## config.mk

```make
export PLATFORM = sky130hd
export DESIGN_NAME = sqrt_seq_unit
export DESIGN_NICKNAME = d
export VERILOG_FILES = /design/src/rtl/sqrt_pkg.sv /design/src/rtl/sqrt_step.sv /design/src/rtl/sqrt_seq_unit.sv
export SDC_FILE = /design/constraint.sdc
export NUM_CORES = 1
export LEC_CHECK = 0
export CAP_MARGIN = 20
export CORE_ASPECT_RATIO = 1.4
export CORE_MARGIN = 8
export CORE_UTILIZATION = 63
export DETAILED_ROUTE_END_ITERATION = 12
export DONT_BUFFER_PORTS = 1
export PLACE_DENSITY = 0.79
export SYNTH_ARGS = -nofsm -noshare
export SYNTH_HDL_FRONTEND = slang
export SYNTH_HIERARCHICAL = 1
export SYNTH_SLANG_ARGS = --single-unit
```

## constraint.sdc

```tcl
create_clock -name clk -period 3 [get_ports clk]
set_clock_uncertainty 0.15 [all_clocks]
set_input_delay 0.9 -clock clk [delete_from_list [all_inputs] [get_ports clk]]
set_output_delay 0.9 -clock clk [all_outputs]
set_load 0.01 [all_outputs]
```

## src/rtl/sqrt_pkg.sv

```systemverilog
// Shared definitions for the sequential square-root unit: state encoding and default width.
package sqrt_pkg;

  localparam int DEFAULT_WIDTH = 16;

  typedef enum logic [1:0] {
    IDLE = 2'd0,
    CALC = 2'd1,
    DONE = 2'd2
  } state_t;

endpackage

```

## src/rtl/sqrt_step.sv

```systemverilog
// One restoring digit-recurrence iteration: folds two radicand bits into the remainder
// and retires one root bit, MSB first.
module sqrt_step
  import sqrt_pkg::*;
#(
  parameter int RW = 8
) (
  input  logic [RW:0]   rem_i,
  input  logic [RW-1:0] root_i,
  input  logic [1:0]    bits_i,
  output logic [RW:0]   rem_o,
  output logic [RW-1:0] root_o
);

  logic [RW+1:0] w_acc;
  logic [RW+1:0] w_sub;
  logic [RW+1:0] w_trial;
  logic          w_ge;
  logic          w_unused;

  // Before any step the remainder is <= 2*root, so rem_i[RW] and root_i[RW-1] are always
  // zero here; dropping them keeps the trial at RW+2 bits without losing information.
  assign w_acc   = {rem_i[RW-1:0], bits_i};
  assign w_sub   = {root_i, 2'b01};
  assign w_trial = w_acc - w_sub;
  assign w_ge    = (w_acc >= w_sub);

  assign rem_o  = w_ge ? w_trial[RW:0] : w_acc[RW:0];
  assign root_o = {root_i[RW-2:0], w_ge};

  assign w_unused = ^{rem_i[RW], root_i[RW-1], w_trial[RW+1], w_acc[RW+1]};

endmodule

```

## src/rtl/sqrt_seq_unit.sv

```systemverilog
// Sequential integer square root: one root bit per clock, WIDTH/2 iterations per job,
// result registers updated only when a job completes.
module sqrt_seq_unit
  import sqrt_pkg::*;
#(
  parameter int WIDTH = DEFAULT_WIDTH
) (
  input  logic                 clk,
  input  logic                 rst_n,
  input  logic                 start_i,
  input  logic                 clear_i,
  input  logic [WIDTH-1:0]     radicand_i,
  output logic                 ready_o,
  output logic                 busy_o,
  output logic                 valid_o,
  output logic [WIDTH/2-1:0]   root_o,
  output logic [WIDTH/2:0]     rem_o
);

  localparam int RW = WIDTH / 2;
  localparam int CW = (RW > 1) ? $clog2(RW) : 1;

  state_t          r_state;
  state_t          w_state_nxt;
  logic            w_accept;
  logic            w_last;

  logic [WIDTH-1:0] r_rad;
  logic [RW:0]      r_rem;
  logic [RW-1:0]    r_root;
  logic [CW-1:0]    r_cnt;
  logic [RW:0]      r_rem_res;
  logic [RW-1:0]    r_root_res;

  logic [RW:0]      w_rem_nxt;
  logic [RW-1:0]    w_root_nxt;

  assign w_last = (r_cnt == '0);

  sqrt_step #(.RW(RW)) u_step (
    .rem_i  (r_rem),
    .root_i (r_root),
    .bits_i (r_rad[WIDTH-1 -: 2]),
    .rem_o  (w_rem_nxt),
    .root_o (w_root_nxt)
  );

  always_ff @(posedge clk or negedge rst_n) begin
    if (!rst_n) begin
      r_state <= IDLE;
    end else begin
      r_state <= w_state_nxt;
    end
  end

  // Status outputs depend on state only, so start_i never reaches an output combinationally.
  always_comb begin
    w_state_nxt = IDLE;
    w_accept    = 1'b0;
    ready_o     = 1'b0;
    busy_o      = 1'b0;
    valid_o     = 1'b0;
    case (r_state)
      IDLE: begin
        ready_o = 1'b1;
        if (start_i && !clear_i) begin
          w_state_nxt = CALC;
          w_accept    = 1'b1;
        end
      end
      CALC: begin
        busy_o = 1'b1;
        if (clear_i)     w_state_nxt = IDLE;
        else if (w_last) w_state_nxt = DONE;
        else             w_state_nxt = CALC;
      end
      DONE: begin
        ready_o = 1'b1;
        valid_o = 1'b1;
        if (start_i && !clear_i) begin
          w_state_nxt = CALC;
          w_accept    = 1'b1;
        end
      end
      default: w_state_nxt = IDLE;
    endcase
  end

  always_ff @(posedge clk or negedge rst_n) begin
    if (!rst_n) begin
      r_rad      <= '0;
      r_rem      <= '0;
      r_root     <= '0;
      r_cnt      <= '0;
      r_rem_res  <= '0;
      r_root_res <= '0;
    end else if (w_accept) begin
      r_rad  <= radicand_i;
      r_rem  <= '0;
      r_root <= '0;
      r_cnt  <= CW'(RW - 1);
    end else if (r_state == CALC && !clear_i) begin
      r_rad  <= {r_rad[WIDTH-3:0], 2'b00};
      r_rem  <= w_rem_nxt;
      r_root <= w_root_nxt;
      r_cnt  <= r_cnt - 1'b1;
      if (w_last) begin
        r_rem_res  <= w_rem_nxt;
        r_root_res <= w_root_nxt;
      end
    end
  end

  assign root_o = r_root_res;
  assign rem_o  = r_rem_res;

endmodule

```

==> impl_results.md <==
- Unrepaired setup endpoints after global routing: no
- Mean cell area of the mapped netlist: 11.00 um2
- Floorplan row count: 28
- ANT cells: 0
- Input/output buffers: 0
- Combined area of the multi-input logic cells: ~1300 um2
- Crit-path max FO: 5
- Min-Delay Path Class: in -> async
- RePlAce Congestion: a little over 0.9
- Detailed-route vias per instance: between 5 and 6
- Number of hold-repair buffers added at the cts stage: 0
- CTS tree: built
- Clock slew at reported path FFs: roughly 0.10 ns
- Crit path max-delay cell type: sky130_fd_sc_hd__dfrtp_1
- Peak supply drop: around 0.47 mV
- Number of hold violations in the final report: 0
- Final clock period utilization by the worst path: a little under 90%
- Initial detailed-routing violation count: a little over 100
- Net count of the finished layout: about 280
- Power density of the placed cells: between 900 and 1000 nW/um2
- Clock latency reported for the late side of the worst-skew pair: roughly 0.31 ns
- Proportion of layout cells with a drive suffix above 1: a little under a fifth
- GR Util All Layers: between 10% and 20%
- Minimum clock period: 2.602 ns
- Finished layout cell area: slightly below 3000 um2
- Critical-path cell list: inv_1 > ha_1 > nor2b_4 > o31a_1 > o21ai_2 > and3_1 > buf_4 > mux2_4 > mux2_2
- Final number of max-transition violations: 0
- Area growth, synth to finish: 3.223%
- Netlist area before placement: roughly 2800 um2
- First-pass GRT wire length: ~9000 um
- Total via count in the routed design: about 1800
- Fillers: 335
- Area occupied by registers: between 1000 and 1500 um2
- Sink Count: 54
- Max H-tree Level: 2
- Syn. warnings: 6
- Routed wire length: between 5000 and 6000 um
- Worst hold slack: 0.1204 ns
- Horizontal die dimension: ~72 um
- Number of setup buffers added after CTS: 0
- Antenna Nets Post-Route: 0
- Die Outline Area: 6855 um2
- Critical path's largest stage delay: approximately 0.42 ns
- Length of the first detailed-routing pass in iterations: 4
- Detail Placement HPWL: ~4000 um
- Leak Pwr: 1.412 nW
- Post-cts gate resize count: 0
- Worst path arrival time: between 2 and 3 ns
- Worst path bufs/invs: 2
- Upper clock frequency limit: 384.4 MHz
- Number of global-route vias before repair: around 1900
- GRT overflow: 0
- Height of the chip: between 90 and 100 um
- Finished Layout Cells: about 310
- Worst slew slack as a fraction of its limit: 72.23%
- Longest Clk Path Bufs: 2
- Count of maximum capacitance violations: 0
- Critical Path Sink Type: flop
- Synthesized Nets: 286
- Initial antenna violation count: 0
- Type of the worst setup path: reg -> reg
- Pin count of the biggest net entering global routing: 55
- Instance count after placement with tap cells included: between 200 and 300
- Post-place instance area: between 2000 and 3000 um2
- Launching element type of the critical path: flop
- Least-Margin Pin Slew: about 0.42 ns
- Routed wirelength normalized by instance count: about 18 um
- Number of primary I/O pins: 40
- Final total negative setup slack: 0 ns
- TritonCTS buffer count: 5
- Family of cells with the greatest summed delay on the critical path: multiplexers
- Initial standard-cell utilization of the core: 65.94%
- Required time of the worst setup path: between 3 and 4 ns
- Status: complete, no violations
- Count of endpoints failing setup in the final report: 0
- DRC viols: 0
- Clock tree root buffer cell: sky130_fd_sc_hd__clkbuf_8
- Number of instances in the synthesized netlist: roughly 250
- Placeable core region: around 4200 um2
- Power after layout: around 2.8 mW
[power by group]
group          internal (mW)  leakage, nW  total, mW  switching, mW
combinational          0.711        0.659       1.37          0.660
sequential             0.891        0.708       1.04          0.154
clock                  0.169       0.0447      0.417          0.248
[sequential cells by signal, indices dropped and copies added, names as in the netlist]
signal and count:
r_root 8, r_rad 16, r_state 2, rem_o 9, r_rem 8, r_cnt 3
root_o 8
[metal layers]
layer	global-route usage, %	share of wire [%]	up-vias
li1	-	-	871
met1	18.21	40	911
met2	30.36	53	43
met3	5.196	5.4	6
met4	5.641	1.3	0
met5	0	0	-
[path summary, 6_finish.rpt]
path,startpoint,end,slack (ns),cells past startpoint
max,r_root[0],rem_o[3],0.40,9
min,rst_n,r_rem[6],0.12,0
max reg2reg,r_root[0],rem_o[3],0.40,9
min reg2reg,r_rad[12],r_rad[12],0.36,2
max in group asynchronous,rst_n,rem_o[0],2.48,0
min in group clk,r_rad[12],r_rad[12],0.36,2
[cell usage in the layout, fill, tap and decap left out, types with 5 or more instances in the layout]
cell type / count
sky130_fd_sc_hd__dfrtp_1: 54
sky130_fd_sc_hd__ha_1: 12
sky130_fd_sc_hd__mux2_4: 6
sky130_fd_sc_hd__nand2_1: 26
sky130_fd_sc_hd__xnor2_1: 7
sky130_fd_sc_hd__inv_1: 17
sky130_fd_sc_hd__mux2_2: 17
sky130_fd_sc_hd__a22o_1: 14
sky130_fd_sc_hd__a22oi_1: 13
sky130_fd_sc_hd__nand3_1: 14
sky130_fd_sc_hd__a21oi_1: 12
sky130_fd_sc_hd__clkbuf_8: 5
sky130_fd_sc_hd__buf_4: 6
sky130_fd_sc_hd__nor2_1: 5
[area by class of cell]
class	count	area share (%)
Timing Repair Buffer	6	1.561
Clock inverter	3	0.8673
Clock buffer	5	2.385
Tap cell	60	2.602
Inverter	17	2.212
Sequential cell	54	46.83
Multi-Input combinational cell	162	43.54
[stage by stage]
stage	setup WS, ns	utilization [%]
floorplan	0.5906	-
global placement	0.5066	65.85
detailed placement	0.4347	65.85
CTS	0.4207	68.06
global route	0.2787	68.06
finish	0.3985	68.06
[worst register-to-register path, stage by stage, from the launching register on]
cell                      delay [ns]
sky130_fd_sc_hd__dfrtp_1        0.42
sky130_fd_sc_hd__inv_1          0.07
sky130_fd_sc_hd__ha_1           0.34
sky130_fd_sc_hd__nor2b_4        0.15
sky130_fd_sc_hd__o31a_1         0.29
sky130_fd_sc_hd__o21ai_2        0.14
sky130_fd_sc_hd__and3_1         0.19
sky130_fd_sc_hd__buf_4          0.16
sky130_fd_sc_hd__mux2_4         0.31
sky130_fd_sc_hd__mux2_2         0.27
Note: power is estimated with default switching activity, not from simulation.
